**src/rtl/mem_port_arbiter_if.sv**
```systemverilog
// Bus bundle for mem_port_arbiter: fetch side (ic_*), load/store side (dc_*)
// and the shared backing-memory port (mem_*).
// slave  : the arbiter's view
// master : the view of the requesters and the memory model around it
interface mem_port_arbiter_if #(
  parameter int ADDR_WIDTH = 32,
  parameter int DATA_WIDTH = 32
);
  // fetch requester
  logic                  ic_req_i;
  logic [ADDR_WIDTH-1:0] ic_addr_i;
  logic                  ic_gnt_o;
  logic                  ic_rvalid_o;
  logic [DATA_WIDTH-1:0] ic_rdata_o;
  // load/store requester
  logic                  dc_req_i;
  logic                  dc_we_i;
  logic [1:0]            dc_size_i;
  logic [ADDR_WIDTH-1:0] dc_addr_i;
  logic [DATA_WIDTH-1:0] dc_wdata_i;
  logic                  dc_gnt_o;
  logic                  dc_rvalid_o;
  logic [DATA_WIDTH-1:0] dc_rdata_o;
  // backing memory
  logic                  mem_req_o;
  logic                  mem_we_o;
  logic [1:0]            mem_size_o;
  logic [ADDR_WIDTH-1:0] mem_addr_o;
  logic [DATA_WIDTH-1:0] mem_wdata_o;
  logic                  mem_ready_i;
  logic [DATA_WIDTH-1:0] mem_rdata_i;

  modport slave (
    input  ic_req_i, ic_addr_i,
    output ic_gnt_o, ic_rvalid_o, ic_rdata_o,
    input  dc_req_i, dc_we_i, dc_size_i, dc_addr_i, dc_wdata_i,
    output dc_gnt_o, dc_rvalid_o, dc_rdata_o,
    output mem_req_o, mem_we_o, mem_size_o, mem_addr_o, mem_wdata_o,
    input  mem_ready_i, mem_rdata_i
  );

  modport master (
    output ic_req_i, ic_addr_i,
    input  ic_gnt_o, ic_rvalid_o, ic_rdata_o,
    output dc_req_i, dc_we_i, dc_size_i, dc_addr_i, dc_wdata_i,
    input  dc_gnt_o, dc_rvalid_o, dc_rdata_o,
    input  mem_req_o, mem_we_o, mem_size_o, mem_addr_o, mem_wdata_o,
    output mem_ready_i, mem_rdata_i
  );
endinterface

```
**src/rtl/mem_port_arbiter.sv**
```systemverilog
// mem_port_arbiter: shares one backing-memory port between the fetch (ic)
// and load/store (dc) requesters. One transaction in flight at a time:
// IDLE (grant + capture) -> BUSY (hold mem_req until ready) -> RESP (rvalid).
// dc has priority; after STARVE_LIMIT consecutive dc grants with ic waiting,
// ic is granted next.
// Optional build macro MEM_ARB_PERF_EN adds saturating grant/stall counters.
module mem_port_arbiter #(
  parameter int ADDR_WIDTH   = 32,
  parameter int DATA_WIDTH   = 32,
  parameter int STARVE_LIMIT = 3
) (
  input  logic                  clk_i,
  input  logic                  rst_ni,
  mem_port_arbiter_if.slave     bus
`ifdef MEM_ARB_PERF_EN
  ,
  output logic [31:0]           ic_grant_cnt_o,
  output logic [31:0]           dc_grant_cnt_o,
  output logic [31:0]           stall_cycles_o
`endif
);

  localparam logic [1:0] SIZE_WORD = 2'd2;
  localparam int         SW        = (STARVE_LIMIT < 1) ? 1 : $clog2(STARVE_LIMIT + 1);
  localparam logic [SW-1:0] STARVE_MAX = SW'(STARVE_LIMIT);

  typedef enum logic [1:0] {IDLE, BUSY, RESP} state_t;

  typedef struct packed {
    logic                  owner_ic;
    logic                  we;
    logic [1:0]            size;
    logic [ADDR_WIDTH-1:0] addr;
    logic [DATA_WIDTH-1:0] wdata;
  } req_t;

  state_t                state_q, state_d;
  req_t                  cap_q, cap_d;
  logic [SW-1:0]         starve_q, starve_d;
  logic                  ic_gnt, dc_gnt;
  logic                  starve_hit;
  logic [DATA_WIDTH-1:0] ic_rdata_q, dc_rdata_q;

  assign starve_hit = (starve_q == STARVE_MAX);

  // State, captured request and starvation counter registers
  always_ff @(posedge clk_i or negedge rst_ni) begin
    if (!rst_ni) begin
      state_q  <= IDLE;
      cap_q    <= '0;
      starve_q <= '0;
    end else begin
      state_q  <= state_d;
      cap_q    <= cap_d;
      starve_q <= starve_d;
    end
  end

  // Arbitration, capture and FSM sequencing
  always_comb begin
    state_d  = state_q;
    cap_d    = cap_q;
    starve_d = starve_q;
    ic_gnt   = 1'b0;
    dc_gnt   = 1'b0;
    case (state_q)
      IDLE: begin
        // a fetch that is no longer waiting has nothing to be starved of
        if (!bus.ic_req_i) starve_d = '0;
        if (bus.ic_req_i && (!bus.dc_req_i || starve_hit)) begin
          ic_gnt         = 1'b1;
          cap_d.owner_ic = 1'b1;
          cap_d.we       = 1'b0;
          cap_d.size     = SIZE_WORD;
          cap_d.addr     = bus.ic_addr_i;
          cap_d.wdata    = '0;
          starve_d       = '0;
          state_d        = BUSY;
        end else if (bus.dc_req_i) begin
          dc_gnt         = 1'b1;
          cap_d.owner_ic = 1'b0;
          cap_d.we       = bus.dc_we_i;
          cap_d.size     = bus.dc_size_i;
          cap_d.addr     = bus.dc_addr_i;
          cap_d.wdata    = bus.dc_wdata_i;
          if (bus.ic_req_i && !starve_hit) starve_d = starve_q + 1'b1;
          state_d        = BUSY;
        end
      end
      BUSY: begin
        if (bus.mem_ready_i) state_d = RESP;
      end
      RESP: begin
        state_d = IDLE;
      end
      default: begin
        state_d = IDLE;
      end
    endcase
  end

  // Per-side read data: loaded on memory completion, held otherwise
  always_ff @(posedge clk_i or negedge rst_ni) begin
    if (!rst_ni) begin
      ic_rdata_q <= '0;
      dc_rdata_q <= '0;
    end else if (state_q == BUSY && bus.mem_ready_i) begin
      if (cap_q.owner_ic) ic_rdata_q <= bus.mem_rdata_i;
      else                dc_rdata_q <= cap_q.we ? '0 : bus.mem_rdata_i;
    end
  end

  assign bus.ic_gnt_o    = ic_gnt;
  assign bus.dc_gnt_o    = dc_gnt;
  assign bus.ic_rvalid_o = (state_q == RESP) &&  cap_q.owner_ic;
  assign bus.dc_rvalid_o = (state_q == RESP) && !cap_q.owner_ic;
  assign bus.ic_rdata_o  = ic_rdata_q;
  assign bus.dc_rdata_o  = dc_rdata_q;

  // mem_req derives straight from state so an async reset drops it at once
  assign bus.mem_req_o   = (state_q == BUSY);
  assign bus.mem_we_o    = cap_q.we;
  assign bus.mem_size_o  = cap_q.size;
  assign bus.mem_addr_o  = cap_q.addr;
  assign bus.mem_wdata_o = cap_q.wdata;

`ifdef MEM_ARB_PERF_EN
  logic stall_now;
  assign stall_now = (bus.ic_req_i & ~ic_gnt) | (bus.dc_req_i & ~dc_gnt);

  // Saturating grant and stall counters
  always_ff @(posedge clk_i or negedge rst_ni) begin
    if (!rst_ni) begin
      ic_grant_cnt_o <= '0;
      dc_grant_cnt_o <= '0;
      stall_cycles_o <= '0;
    end else begin
      if (ic_gnt    && ic_grant_cnt_o != '1) ic_grant_cnt_o <= ic_grant_cnt_o + 32'd1;
      if (dc_gnt    && dc_grant_cnt_o != '1) dc_grant_cnt_o <= dc_grant_cnt_o + 32'd1;
      if (stall_now && stall_cycles_o != '1) stall_cycles_o <= stall_cycles_o + 32'd1;
    end
  end
`endif

endmodule
```
**src/flat_wrapper.sv**
```systemverilog
// flat-port wrapper written by rule: the top's interface ports become plain ports
module mem_port_arbiter_flat 
#(
  parameter int ADDR_WIDTH   = 32,
  parameter int DATA_WIDTH   = 32,
  parameter int STARVE_LIMIT = 3
)
  (clk_i, rst_ni, bus_ic_req_i, bus_ic_addr_i, bus_ic_gnt_o, bus_ic_rvalid_o, bus_ic_rdata_o, bus_dc_req_i, bus_dc_we_i, bus_dc_size_i, bus_dc_addr_i, bus_dc_wdata_i, bus_dc_gnt_o, bus_dc_rvalid_o, bus_dc_rdata_o, bus_mem_req_o, bus_mem_we_o, bus_mem_size_o, bus_mem_addr_o, bus_mem_wdata_o, bus_mem_ready_i, bus_mem_rdata_i);
  mem_port_arbiter_if #(.ADDR_WIDTH(ADDR_WIDTH), .DATA_WIDTH(DATA_WIDTH)) bus_i ();
  input  logic clk_i;
  input  logic rst_ni;
  input wire logic [$bits(bus_i.ic_req_i)-1:0] bus_ic_req_i;
  input wire logic [$bits(bus_i.ic_addr_i)-1:0] bus_ic_addr_i;
  output wire logic [$bits(bus_i.ic_gnt_o)-1:0] bus_ic_gnt_o;
  output wire logic [$bits(bus_i.ic_rvalid_o)-1:0] bus_ic_rvalid_o;
  output wire logic [$bits(bus_i.ic_rdata_o)-1:0] bus_ic_rdata_o;
  input wire logic [$bits(bus_i.dc_req_i)-1:0] bus_dc_req_i;
  input wire logic [$bits(bus_i.dc_we_i)-1:0] bus_dc_we_i;
  input wire logic [$bits(bus_i.dc_size_i)-1:0] bus_dc_size_i;
  input wire logic [$bits(bus_i.dc_addr_i)-1:0] bus_dc_addr_i;
  input wire logic [$bits(bus_i.dc_wdata_i)-1:0] bus_dc_wdata_i;
  output wire logic [$bits(bus_i.dc_gnt_o)-1:0] bus_dc_gnt_o;
  output wire logic [$bits(bus_i.dc_rvalid_o)-1:0] bus_dc_rvalid_o;
  output wire logic [$bits(bus_i.dc_rdata_o)-1:0] bus_dc_rdata_o;
  output wire logic [$bits(bus_i.mem_req_o)-1:0] bus_mem_req_o;
  output wire logic [$bits(bus_i.mem_we_o)-1:0] bus_mem_we_o;
  output wire logic [$bits(bus_i.mem_size_o)-1:0] bus_mem_size_o;
  output wire logic [$bits(bus_i.mem_addr_o)-1:0] bus_mem_addr_o;
  output wire logic [$bits(bus_i.mem_wdata_o)-1:0] bus_mem_wdata_o;
  input wire logic [$bits(bus_i.mem_ready_i)-1:0] bus_mem_ready_i;
  input wire logic [$bits(bus_i.mem_rdata_i)-1:0] bus_mem_rdata_i;
  assign bus_i.ic_req_i = bus_ic_req_i;
  assign bus_i.ic_addr_i = bus_ic_addr_i;
  assign bus_ic_gnt_o = bus_i.ic_gnt_o;
  assign bus_ic_rvalid_o = bus_i.ic_rvalid_o;
  assign bus_ic_rdata_o = bus_i.ic_rdata_o;
  assign bus_i.dc_req_i = bus_dc_req_i;
  assign bus_i.dc_we_i = bus_dc_we_i;
  assign bus_i.dc_size_i = bus_dc_size_i;
  assign bus_i.dc_addr_i = bus_dc_addr_i;
  assign bus_i.dc_wdata_i = bus_dc_wdata_i;
  assign bus_dc_gnt_o = bus_i.dc_gnt_o;
  assign bus_dc_rvalid_o = bus_i.dc_rvalid_o;
  assign bus_dc_rdata_o = bus_i.dc_rdata_o;
  assign bus_mem_req_o = bus_i.mem_req_o;
  assign bus_mem_we_o = bus_i.mem_we_o;
  assign bus_mem_size_o = bus_i.mem_size_o;
  assign bus_mem_addr_o = bus_i.mem_addr_o;
  assign bus_mem_wdata_o = bus_i.mem_wdata_o;
  assign bus_i.mem_ready_i = bus_mem_ready_i;
  assign bus_i.mem_rdata_i = bus_mem_rdata_i;
  mem_port_arbiter #(.ADDR_WIDTH(ADDR_WIDTH), .DATA_WIDTH(DATA_WIDTH), .STARVE_LIMIT(STARVE_LIMIT)) u_core (.clk_i(clk_i), .rst_ni(rst_ni), .bus(bus_i));
endmodule
```
**config.mk**
```make
export PLATFORM = sky130hd
export DESIGN_NAME = mem_port_arbiter_flat
export DESIGN_NICKNAME = d
export VERILOG_FILES = /design/src/rtl/mem_port_arbiter_if.sv /design/src/rtl/mem_port_arbiter.sv /design/src/flat_wrapper.sv
export SDC_FILE = /design/constraint.sdc
export NUM_CORES = 1
export LEC_CHECK = 0
export BUFFER_PORTS_ARGS = -buffer_cell sky130_fd_sc_hd__buf_2
export CAP_MARGIN = 20
export CORE_MARGIN = 10
export CORE_UTILIZATION = 40
export DETAILED_ROUTE_END_ITERATION = 10
export PLACE_DENSITY = 0.74
export SKIP_CTS_REPAIR_TIMING = 1
export SYNTH_ARGS = -nofsm -noshare
export SYNTH_HDL_FRONTEND = slang
export SYNTH_SLANG_ARGS = --single-unit
```
**constraint.sdc**
```tcl
create_clock -name clk_i -period 2.7 [get_ports clk_i]
set_clock_uncertainty 0.2 [all_clocks]
set_input_delay 0.135 -clock clk_i [delete_from_list [all_inputs] [get_ports clk_i]]
set_output_delay 0.135 -clock clk_i [all_outputs]
set_load 0.05 [all_outputs]
```
### After elaboration in Yosys (flattened, before gate mapping)

Cells that the tools add are included.

* add/sub/neg operators: 1
* multipliers: 0
* div/mod/pow operators: 0
* $lt $le $gt $ge: 0
* equality and inequality tests: 5
* shift operators: 0
* muxes and demuxes: 16
* bitwise gates (word level): 1
* reduce and logical (&&, ||, !) cells: 15

Operator list (count)
* $mux 68: 2
* $mux 32: 1
* $mux 2: 7
* $reduce_and 2->1: 4
* $logic_and 1x1->1: 5
* $mux 1: 5
* $eq 2x2->1 const B: 2
* $pmux 2 s2: 1
* $logic_not 1->1: 3
* $ne 3x2->1 const B: 1
* $add 2x1->2 const B: 1
* $eq 2x1->1 const B: 1
* $logic_not 2->1: 1
* $ne 2x1->1 const B: 1
* $reduce_bool 2->1: 1
* $logic_or 1x1->1: 1
* $not 1->1: 1

* register bits: 136
* latch bits: 0
* RAM bits: 0
* ROM bits: 0
* input bits: 136
* output and inout port bits: 136
* memories kept: 0

### Depth between registers and ports, before layout

Gate-level depths: netlist of the first run.

* word-level depth: 6
* depth in mapped cells: 6

### Worst setup path after synthesis of the first run

No wires, ideal clock.

* path kind: flip-flop to output port
* start point: register u_core.state_q[0]
* end point: output bus_dc_rvalid_o
* arrival time: 1.598 ns
* data required time: 2.365 ns
* path slack: 0.767 ns
* cell stages (with the launch flop): 2
* buffers on the path: 0
* path through: dfrtp_1 nor3b_1

* word-level cells in the longest chain between the ends: 2

RTL lines
* from (decl): line mem_port_arbiter.sv:37 `state_t state_q, state_d;`
* from (signal assigned): line mem_port_arbiter.sv:53 `state_q <= state_d;`
* $eq 2x2->1: line mem_port_arbiter.sv:116 `assign bus.dc_rvalid_o = (state_q == RESP) && !cap_q.owner_ic;`
* $logic_and 1x1->1: line mem_port_arbiter.sv:116
* to (decl): line flat_wrapper.sv:23 `output wire logic [$bits(bus_i.dc_rvalid_o)-1:0] bus_dc_rvalid_o;`

No other way between the ends.

### Final worst setup path of the first run

* start point: register u_core.state_q[0]
* end point: output bus_ic_gnt_o

* word-level cells in the longest chain between the ends: 2

RTL lines
* $logic_not 2->1: line mem_port_arbiter.sv:66 `case (state_q)`
* $mux 1: line mem_port_arbiter.sv:66
* to (decl): line flat_wrapper.sv:14 `output wire logic [$bits(bus_i.ic_gnt_o)-1:0] bus_ic_gnt_o;`

No other way between the ends.

==> results of run 1 <==
[critical path, cell delays in order, from the launching register on]
cell and delay [ns]:
dfrtp_1 0.47, nor2_2 0.21, buf_4 0.39, and3_1 0.25
buf_2 0.28
[routing by layer]
metal  up-vias  GRT usage [%]
met5         -              0
met4         2           4.90
met3        39           7.76
met2       336           24.7
met1      2735           21.3
li1       2591              -
[registers in the layout, indices dropped and copies added (netlist names)]
name	count
u_core.bus.mem_we_o	1
u_core.starve_q	2
u_core.cap_q	1
u_core.bus.ic_rdata_o	32
u_core.state_q	2
u_core.bus.mem_size_o	2
u_core.bus.dc_rdata_o	32
u_core.bus.mem_wdata_o	32
u_core.bus.mem_addr_o	32
[cell usage after synthesis (23+ instances only)]
cell      number
a21oi_1       32
a22o_1        34
a31oi_1       30
buf_4         68
clkbuf_1      23
dfrtp_1      136
mux2_4        30
nand2_1       35
nand2b_1      34
nand3_1       32
o21ai_0       66
[power by group through the flow]
stage,clock [mW],sequential (mW),combinational (mW)
after floorplan,0,5.00,4.10
after global placement,0,3.53,6.38
final,2.18,3.56,6.97
after detailed placement,0,3.55,6.47
after global routing,2.34,3.66,7.31
after CTS,2.23,3.53,6.47
[layout by cell type, fill, tap and decap left out, drive strengths merged, types with 2 or more instances in the layout]
| master | netlist | final |
|---|---|---|
| a22o | 34 | 34 |
| and3b | 2 | 2 |
| diode | 0 | 2 |
| nand2b | 34 | 34 |
| buf | 88 | 282 |
| mux2 | 32 | 32 |
| dlygate4sd3 | 0 | 140 |
| clkinv | 0 | 6 |
| nand3 | 32 | 32 |
| a21oi | 32 | 32 |
| inv | 3 | 9 |
| clkinvlp | 0 | 3 |
| o21ai | 67 | 67 |
| nand2 | 37 | 37 |
| dfrtp | 136 | 136 |
| and3 | 2 | 2 |
| clkbuf | 24 | 17 |
| a31oi | 32 | 32 |
[cell type report]
class	count	area share, %
sequential	136	36.8
timing repair buffer	422	31.1
multi-input combinational	315	23.0
clock buffer	17	4.60
tap	211	2.86
clock inverter	15	1.48
inverter	3	0.122
antenna	2	0.0541
[logic make-up after synthesis]
family	synth area share, %
simple gates	9.73
buf+inv	12.3
compound gates	16.2
flops	54.0
fa+ha+maj	0.199
mux	7.51
[worst max path at each step]
stage | end | slack, ns | cells past startpoint | startpoint
after global routing | bus_ic_gnt_o | 0.19 | 4 | u_core.state_q[0]
final | bus_ic_gnt_o | 0.34 | 4 | u_core.state_q[0]
after floorplan | bus_dc_rvalid_o | 0.77 | 1 | u_core.state_q[0]
after global placement | u_core.bus.ic_rdata_o[19] | 0.78 | 3 | u_core.state_q[0]
after detailed placement | u_core.bus.ic_rdata_o[19] | 0.75 | 3 | u_core.state_q[0]
after CTS | bus_ic_gnt_o | 0.32 | 4 | u_core.state_q[0]
[through the flow]
stage / area, um2 / util (%) / setup slack (ns) / power (mW)
2_1_floorplan: 6300 / - / 0.767 / 9.10
3_3_place_gp: 7280 / 47.5 / 0.779 / 9.92
3_5_place_dp: 7280 / 47.5 / 0.749 / 10.0
4_1_cts: 7840 / 51.2 / 0.316 / 12.2
5_1_grt: 9250 / 60.4 / 0.194 / 13.3
6_report: 9250 / 60.4 / 0.343 / 12.7
==> results.md, run 1 <==
- Status: completed
- Die width: 145 um
- RSZ-0062 raised after global routing: no
- Ys async rst share: 100%
- CTS root buf: clkbuf_16
- R2r setup slk: 0.38 ns
- Max Cap Viol: 0
- Crit path arrival time: 2.02 ns
- Critical Path Source Type: register
- GRT Residual Overflow: 0
- Period utilization: 87.3%
- Num CTS Buffers: 17
- Relative max-transition margin: 53.8%
- Area of the multi-input gates: 0.00213 mm2
- Post-route DRC: 0
- Share of power burned in combinational logic: 54.8%
- Reg power frac: 28.0%
- Fin cells: 1121
- Post-Syn Nets: 703
- Leakage Power: 4.59 nW
- Pwr/cell area: 1380 mW/mm2
- HP Start: bus_dc_req_i
- Hold Path Cell Cnt: 4
- Die H: 145 um
- Crit path max fanout: 35
- Switching pwr: 6.47 mW
- Reg-to-reg startpoint: u_core.starve_q[0]
- Worst slew pin tran: 0.691 ns
- Routed wire length: 21400 um
- Yosys top cell by area: dfrtp_1
- Row count: 45
- Required time of the critical path: 2.37 ns
- Met3 wire len: 2240 um
- Port Buffers: 271
- Synth warn: 0
- Fin crit period: 2.36 ns
- Yosys cell types: 34
- Global-route wire length before repair: 28600 um
- Core ar.: 0.0153 mm2
- Drt initial violations: 440
- Clock Path Buffers: 2
- Routed met2 length: 10300 um
- DR vias: 5703
- Worst skew pair latency: 0.41 ns
- Synth Instances: 566
- Setup TNS: 0 ns
- Final Hold Viols: 0
- Synth top area cells: dfrtp_1 (54%), buf_4 (8.1%), mux2_4 (7.1%)
- Min-delay worst type: in2reg
- Max VDD drop: 767 uV
- Area delta synth->final: 46.8%
- Wire length on met1: 8400 um
- Yosys top cell area share: 54.0%
- Hold Path End: u_core.cap_q[67]
- Avg WL per Cell: 19.1 um
- CTS tree: built
- Final #Nets: 1032
- Dpl cells: 947
- Share of cells above drive strength 1: 39.0%
- Initial antenna violation count: 3
- Worst reg2reg path depth: 6
- Internal power: 6.25 mW
- Kind of critical path: reg2out
- Hold_ws: 0.0382 ns
- Initial Utilization: 41.1%
- GPL Wtd Cong: 0.763
- # clock sinks: 136
- Clock network fraction of total power: 17.2%
- Critical Path End Type: output pin
- Fill count: 1159
- Clock Pin Slew Worst Setup and Hold Paths: 0.06 ns
- Sequential Area: 0.00340 mm2
- DP Wirelength: 13100 um
- IO Pins: 272
- Largest net degree at the start of global routing: 73
- Max layer used: met5
- Vias per inst: 5.09
- Max H-tree Level: 4
- Setup violations, final: 0
- Post-synthesis instance area: 0.00630 mm2
- Die area: 0.0212 mm2
- Sequential share of the synthesized area: 54.0%
- Router iterations before antenna repair: 5
- Post-route ant nets: 0
- Post-synth EDFFs: 0
- Count of pins over their slew limit: 0
- Worst r2r dst: u_core.bus.mem_addr_o[18]
- Sw Share: 50.9%
- Vias in the first global route: 5075
- Synthesis-stage register bit count: 136
- Fmax: 0.424 GHz
- GRT Util Overall: 16.7%
- Mean area per synthesized cell: 11.1 um2
- Synth Flop Type: dfrtp_1
(Power assumes the default switching activity.)
==> inputs of run 2 (changes only) <==
--- a/config.mk
+++ b/config.mk
@@ -5,12 +5,14 @@
 export SDC_FILE = /design/constraint.sdc
 export NUM_CORES = 1
 export LEC_CHECK = 0
+export ABC_AREA = 1
 export BUFFER_PORTS_ARGS = -buffer_cell sky130_fd_sc_hd__buf_2
 export CAP_MARGIN = 20
 export CORE_MARGIN = 10
 export CORE_UTILIZATION = 40
 export DETAILED_ROUTE_END_ITERATION = 10
-export PLACE_DENSITY = 0.74
+export GPL_TIMING_DRIVEN = 0
+export PLACE_DENSITY = 0.73
 export SKIP_CTS_REPAIR_TIMING = 1
 export SYNTH_ARGS = -nofsm -noshare
 export SYNTH_HDL_FRONTEND = slang
==> results.md, run 2 <==
- Status: complete, but fails checks
- Failing checks: negative hold slack
- Global-route wire length before repair: 32000 um (+12%)
- Num CTS Buffers: 17 (unchanged)
- Port Buffers: 270 (-0.37%)
- Share of cells above drive strength 1: 41.1% (+2.1 points)
- Critical Path End Type: output pin
- Fin area: 0.0105 mm2 (+13%)
- Max VDD drop: 799 uV (+4.1%)
- Kind of critical path: reg2out
- Post-synthesis instance area: 0.00688 mm2 (+9.3%)
- GRT Residual Overflow: 0 (unchanged)
- IO Pins: 272 (unchanged)
- Final setup margin: 0.264 ns (-0.0784 ns)
- Post-synth EDFFs: 0 (unchanged)
- Fin crit period: 2.44 ns (+0.0784 ns)
- Vias in the first global route: 6049 (+19%)
- DP Wirelength: 15700 um (+20%)
- Setup violations, final: 0 (unchanged)
- CTS tree: built
- Relative max-transition margin: 55.5% (+1.7 points)
- Routed wire length: 23300 um (+9.1%)
- Worst skew pair latency: 0.41 ns (about the same)
- HP Start: bus_ic_req_i
- Clock Pin Slew Worst Setup and Hold Paths: 0.05 ns (about the same)
- Pwr/cell area: 1310 mW/mm2 (-4.8%)
- Post-route DRC: 0 (unchanged)
- Leakage Power: 5.90 nW (+29%)
- Die width: 151 um (+3.9%)
- Commonest non-fill, non-tap cell in the layout: buf_2
- Required time of the critical path: 2.37 ns (about the same)
- Synth Flop Type: dfrtp_1
- Max Cap Viol: 0 (unchanged)
- Crit path arrival time: 2.10 ns (+0.08 ns)
- Period utilization: 90.2% (+2.9 points)
- Clock Path Buffers: 2 (unchanged)
- Dpl cell area: 0.00854 mm2 (+17%)
- Initial antenna violation count: 3 (unchanged)
- CTS root buf: clkbuf_16
- Fmax: 0.411 GHz (-3.2%)
- Max H-tree Level: 4 (unchanged)
- Area delta synth->final: 52.2%
- Yosys top cell area share: 49.4% (-4.6 points)
- Placement Setup Slack: 0.591 ns (-0.158 ns)
- Final Hold Viols: 1 (+1)
- # clock sinks: 136 (unchanged)
- Ys async rst share: 100% (unchanged)
- Drt initial violations: 356 (-19%)
- Row count: 47 (+4.4%)
- DR vias: 6769 (+19%)
- Critical Path Source Type: register
- Mean area per synthesized cell: 8.57 um2 (-23%)
- Synthesis-stage register bit count: 136 (unchanged)
- Post-Syn Nets: 940 (+34%)
- Worst slew pin tran: 0.667 ns (-0.0237 ns)
- Final #Nets: 1363 (+32%)
- Avg WL per Cell: 15.9 um (-16%)
- Router iterations before antenna repair: 4 (-1)
- Count of pins over their slew limit: 0 (unchanged)
- Vias per inst: 4.62 (-9.1%)
- Commonest cells after routing, fill and taps aside: buf_2 (286), nand2_1 (235), dfrtp_1 (136)
- Die H: 151 um (+3.9%)
- Hold_ws: -0.0384 ns (-0.0766 ns)
- Yosys cell types: 19 (-44%)
- GPL Wtd Cong: 0.804 (+5.5%)
- Post-route ant nets: 0 (unchanged)
- Yosys top cell by area: dfrtp_1
- Crit path max fanout: 10 (-71%)
- Die area: 0.0229 mm2 (+8.0%)
- Synth warn: 0 (unchanged)
- Core ar.: 0.0167 mm2 (+9.1%)
- Count leader, synth: nand2_1
- Initial Utilization: 41.2% (+0.084 points)
- Synth top area cells: dfrtp_1 (49%), nand2_1 (13%), o21ai_2 (8.1%)
- Min-delay worst type: in2reg
- Crit path launch: u_core.starve_q[0]
- Synth Instances: 803 (+42%)
- Sequential share of the synthesized area: 49.4% (-4.6 points)
- Reg-to-reg startpoint: u_core.starve_q[0]
- GRT Util Overall: 17.7% (+1.1 points)
- RSZ-0062 raised after global routing: no
- Largest net degree at the start of global routing: 70 (-4.1%)
- Post-synth top cells: nand2_1 (236), dfrtp_1 (136), inv_1 (104)
## run 2: cell types whose count changed after synthesis, sizes merged, moves of 3 or more
cell / delta
mux2: -32
nand2b: -34
buf: +11
inv: +104
a31oi: -32
nand2: +236
clkbuf: -14
a21oi: -32
nor2: +5
nand3: +70
nor3: +3
a22o: -34
## run 2: cell families (layout without fill, tap and decap cells)
logic type	Yosys count	after routing	synth area share, %
AND/OR/NAND/NOR	384	384	24.8
buffers and inverters	216	652	17.3
flip-flops	136	136	49.4
AO/OA/AOI/OAI	66	66	8.29
adder cells (fa/ha/maj)	1	1	0.182
other	0	5	0
## run 2: final timing paths
path	endpoint	cells past startpoint	slack, ns
max	bus_dc_gnt_o	8	0.26
min in group asynchronous	u_core.bus.ic_rdata_o[11]	2	0.11
max reg2reg	u_core.bus.mem_addr_o[30]	9	0.28
max in group asynchronous	u_core.bus.mem_wdata_o[27]	3	1.39
min	u_core.starve_q[1]	5	-0.04
min reg2reg	u_core.bus.mem_size_o[1]	2	0.27
## run 2: area by class of cell
type	count	area [um2]
diodes	5	12.5
plain buffers	109	791
clock buffers	23	498
clock inverters	9	88.8
fillers	1362	6220
inverters	107	402
multi-input cells	451	2290
flip-flops and latches	136	3400
well taps	220	275
repair buffers	404	2720
## run 2: layer usage
layer / GRT usage [%] / up-vias / share of wire (%)
li1: - / 3250 / -
met1: 21.3 / 3196 / 39
met2: 28.8 / 255 / 51
met3: 4.77 / 68 / 6.0
met4: 8.71 / 0 / 4.0
met5: 0 / - / 0
## run 2: power by group
part | internal [mW] | switching (mW) | total, mW
Clock | 1.39 | 0.894 | 2.29
Sequential | 2.97 | 0.570 | 3.54
Combinational | 2.38 | 5.51 | 7.90
Total | 6.74 | 6.98 | 13.7
## run 2: worst max-delay path, stage by stage (launching register included)
cell,delay [ns]
dfrtp_1,0.38
ha_1,0.20
inv_1,0.05
nand2_1,0.18
nand2_2,0.24
buf_2,0.27
nand2_1,0.08
inv_1,0.05
buf_2,0.25
## run 2: stage by stage
step / setup TNS [ns] / util, % / cells / total power [mW]
2_1_floorplan: 0 / - / 803 / 9.31
3_3_place_gp: -96.83 / 51.0 / 1293 / 11.0
3_5_place_dp: 0 / 51.2 / 1294 / 11.1
4_1_cts: 0 / 54.7 / 1326 / 13.4
5_1_grt: 0 / 62.7 / 1462 / 14.5
6_report: 0 / 62.7 / 1464 / 13.7
==> inputs of run 3 (changes only) <==
--- a/config.mk
+++ b/config.mk
@@ -12,7 +12,7 @@
 export CORE_UTILIZATION = 40
 export DETAILED_ROUTE_END_ITERATION = 10
 export GPL_TIMING_DRIVEN = 0
-export PLACE_DENSITY = 0.73
+export PLACE_DENSITY = 0.68
 export SKIP_CTS_REPAIR_TIMING = 1
 export SYNTH_ARGS = -nofsm -noshare
 export SYNTH_HDL_FRONTEND = slang
==> results.md, run 3 (synthesis results as in run 2) <==
- Internal power: 6.85 mW (+1.5%)
- DR vias: 6669 (-1.5%)
- Crit path arrival time: 2.22 ns (+0.12 ns)
- Status: completed
- Pwr/cell area: 1310 mW/mm2 (+0.10%)
- Fin cells: 1461 (-0.20%)
- Kind of critical path: reg2out
- Relative max-transition margin: 58.2% (+2.7 points)
- CTS tree: built
- DP Wirelength: 15900 um (+1.1%)
- Count of pins over their slew limit: 0 (unchanged)
- IO Pins: 272 (unchanged)
- Vias per inst: 4.56 (-1.3%)
- Most frequent CP cell: nand2_1
- Critical Path Max Stage Delay: 0.38 ns (about the same)
- Area delta synth->final: 52.4%
- Period utilization: 94.7% (+4.5 points)
- Drt initial violations: 197 (-45%)
- Fill count: 1403 (+3.0%)
- Reg-to-reg startpoint: u_core.starve_q[0]
- Post-route ant nets: 0 (unchanged)
- Dpl cell area: 0.00854 mm2 (unchanged)
- Routed wire length: 22700 um (-2.7%)
- Switching pwr: 6.91 mW (-0.98%)
- Dpl cells: 1294 (unchanged)
- Critical Path, Cell by Cell: ha_1 -> inv_1 -> nand2_1 -> nand2_1 -> buf_2 -> nand2_1 -> inv_1 -> buf_2
- Setup TNS: 0 ns (unchanged)
- Placement Setup Slack: 0.576 ns (-0.0148 ns)
- Port Buffers: 270 (unchanged)
- Row count: 47 (unchanged)
- GRT Residual Overflow: 0 (unchanged)
- GRT Util Overall: 17.8% (+0.085 points)
- Leakage Power: 5.92 nW (+0.37%)
- Clock Pin Slew Worst Setup and Hold Paths: 0.06 ns (about the same)
- Worst r2r dst: u_core.bus.mem_addr_o[30]
- CTS root buf: clkbuf_16
- Max VDD drop: 757 uV (-5.1%)
- Fin crit period: 2.56 ns (+0.121 ns)
- Setup violations, final: 0 (unchanged)
- Global-route wire length before repair: 32000 um (about the same)
- Worst skew pair latency: 0.41 ns (about the same)
- Fin area: 0.0105 mm2 (+0.16%)
- Worst slew pin tran: 0.627 ns (-0.0404 ns)
- Initial antenna violation count: 1 (-2)
- Final setup margin: 0.143 ns (-0.121 ns)
- Avg WL per Cell: 15.5 um (-2.5%)
- Clock network fraction of total power: 17.3% (+0.6 points)
- Final Hold Viols: 0 (-1)
- Commonest cells after routing, fill and taps aside: buf_2 (286), nand2_1 (236), dfrtp_1 (136)
- Commonest non-fill, non-tap cell in the layout: buf_2
- Critical Path Source Type: register
- Die width: 151 um (unchanged)
- Num CTS Buffers: 17 (unchanged)
- Initial Utilization: 41.2% (unchanged)
- Share of power burned in combinational logic: 57.0% (-0.5 points)
- Vias in the first global route: 6091 (+0.69%)
- Required time of the critical path: 2.37 ns (about the same)
- Worst reg2reg path depth: 9 (unchanged)
- Die H: 151 um (unchanged)
- RSZ-0062 raised after global routing: no
- Min-delay worst type: in2async
- Share of cells above drive strength 1: 41.0% (-0.11 points)
- # clock sinks: 136 (unchanged)
- Post-route DRC: 0 (unchanged)
- Fmax: 0.391 GHz (-4.7%)
- Sw Share: 50.2% (-0.63 points)
- Area of the multi-input gates: 0.00229 mm2 (-0.11%)
- Final #Nets: 1364 (+0.073%)
- Core ar.: 0.0167 mm2 (unchanged)
- Reg power frac: 25.7% (about the same)
- R2r setup slk: 0.19 ns (-0.09 ns)
- Largest net degree at the start of global routing: 75 (+7.1%)
- Max H-tree Level: 4 (unchanged)
- GPL Wtd Cong: 0.809 (+0.52%)
- CP max-delay cell: dfrtp_1
- Clock Path Buffers: 2 (unchanged)
- Crit path max fanout: 10 (unchanged)
- Max Cap Viol: 0 (unchanged)
- Die area: 0.0229 mm2 (unchanged)
- Router iterations before antenna repair: 5 (+1)
- Critical Path End Type: output pin
- Sequential Area: 0.00340 mm2 (unchanged)
-- run 3: worst max path at each step --
stage | startpoint | endpoint | slack, ns
floorplan | u_core.starve_q[0] | bus_ic_gnt_o | 0.77
global placement | rst_ni | u_core.bus.ic_rdata_o[15] | -0.72
CTS | u_core.starve_q[0] | bus_dc_gnt_o | 0.11
global route | u_core.starve_q[0] | bus_dc_gnt_o | 0.007
finish | u_core.starve_q[0] | bus_dc_gnt_o | 0.14
detailed placement | u_core.starve_q[0] | bus_dc_gnt_o | 0.58
-- run 3: worst max-delay path, delay by kind of cell (launching register included) --
kind	cells	cell delay (ns)
DFF	1	0.38
and+or+nand+nor	3	0.57
buffers and inverters	4	0.65
adders and majority gates	1	0.19
-- run 3: routing by layer --
layer  track usage (%)  up-vias  routed length [um]
li1                  -     3249                   -
met1              21.4     3136                8920
met2              29.6      236               11600
met3              5.25       48                1500
met4              6.64        0                 699
met5                 0        -                   0
-- run 3: layout make-up --
cell class | instances | area share [%]
Timing Repair Buffer | 405 | 26.0
Inverter | 107 | 3.83
Clock inverter | 12 | 1.42
Sequential cell | 136 | 32.4
Antenna cell | 1 | 0.0238
Tap cell | 220 | 2.62
Multi-Input combinational cell | 451 | 21.8
Clock buffer | 20 | 4.35
Buffer | 109 | 7.54
-- run 3: power groups by stage --
stage               clock network (mW)  logic [mW]  registers, mW
floorplan                            0        4.39           4.92
global route                      2.52        8.35           3.64
finish                            2.38        7.85           3.53
CTS                               2.43        7.57           3.52
detailed placement                   0        7.56           3.53
global placement                     0        7.48           3.51
-- run 3: through the flow --
step                util (%)  hold WS [ns]  power (mW)
global route            62.8         0.125        14.5
detailed placement      51.2       -0.0404        11.1
global placement        51.0         0.159        11.0
floorplan                  -        -0.361        9.31
finish                  62.8        0.0745        13.8
CTS                     54.8        -0.491        13.5
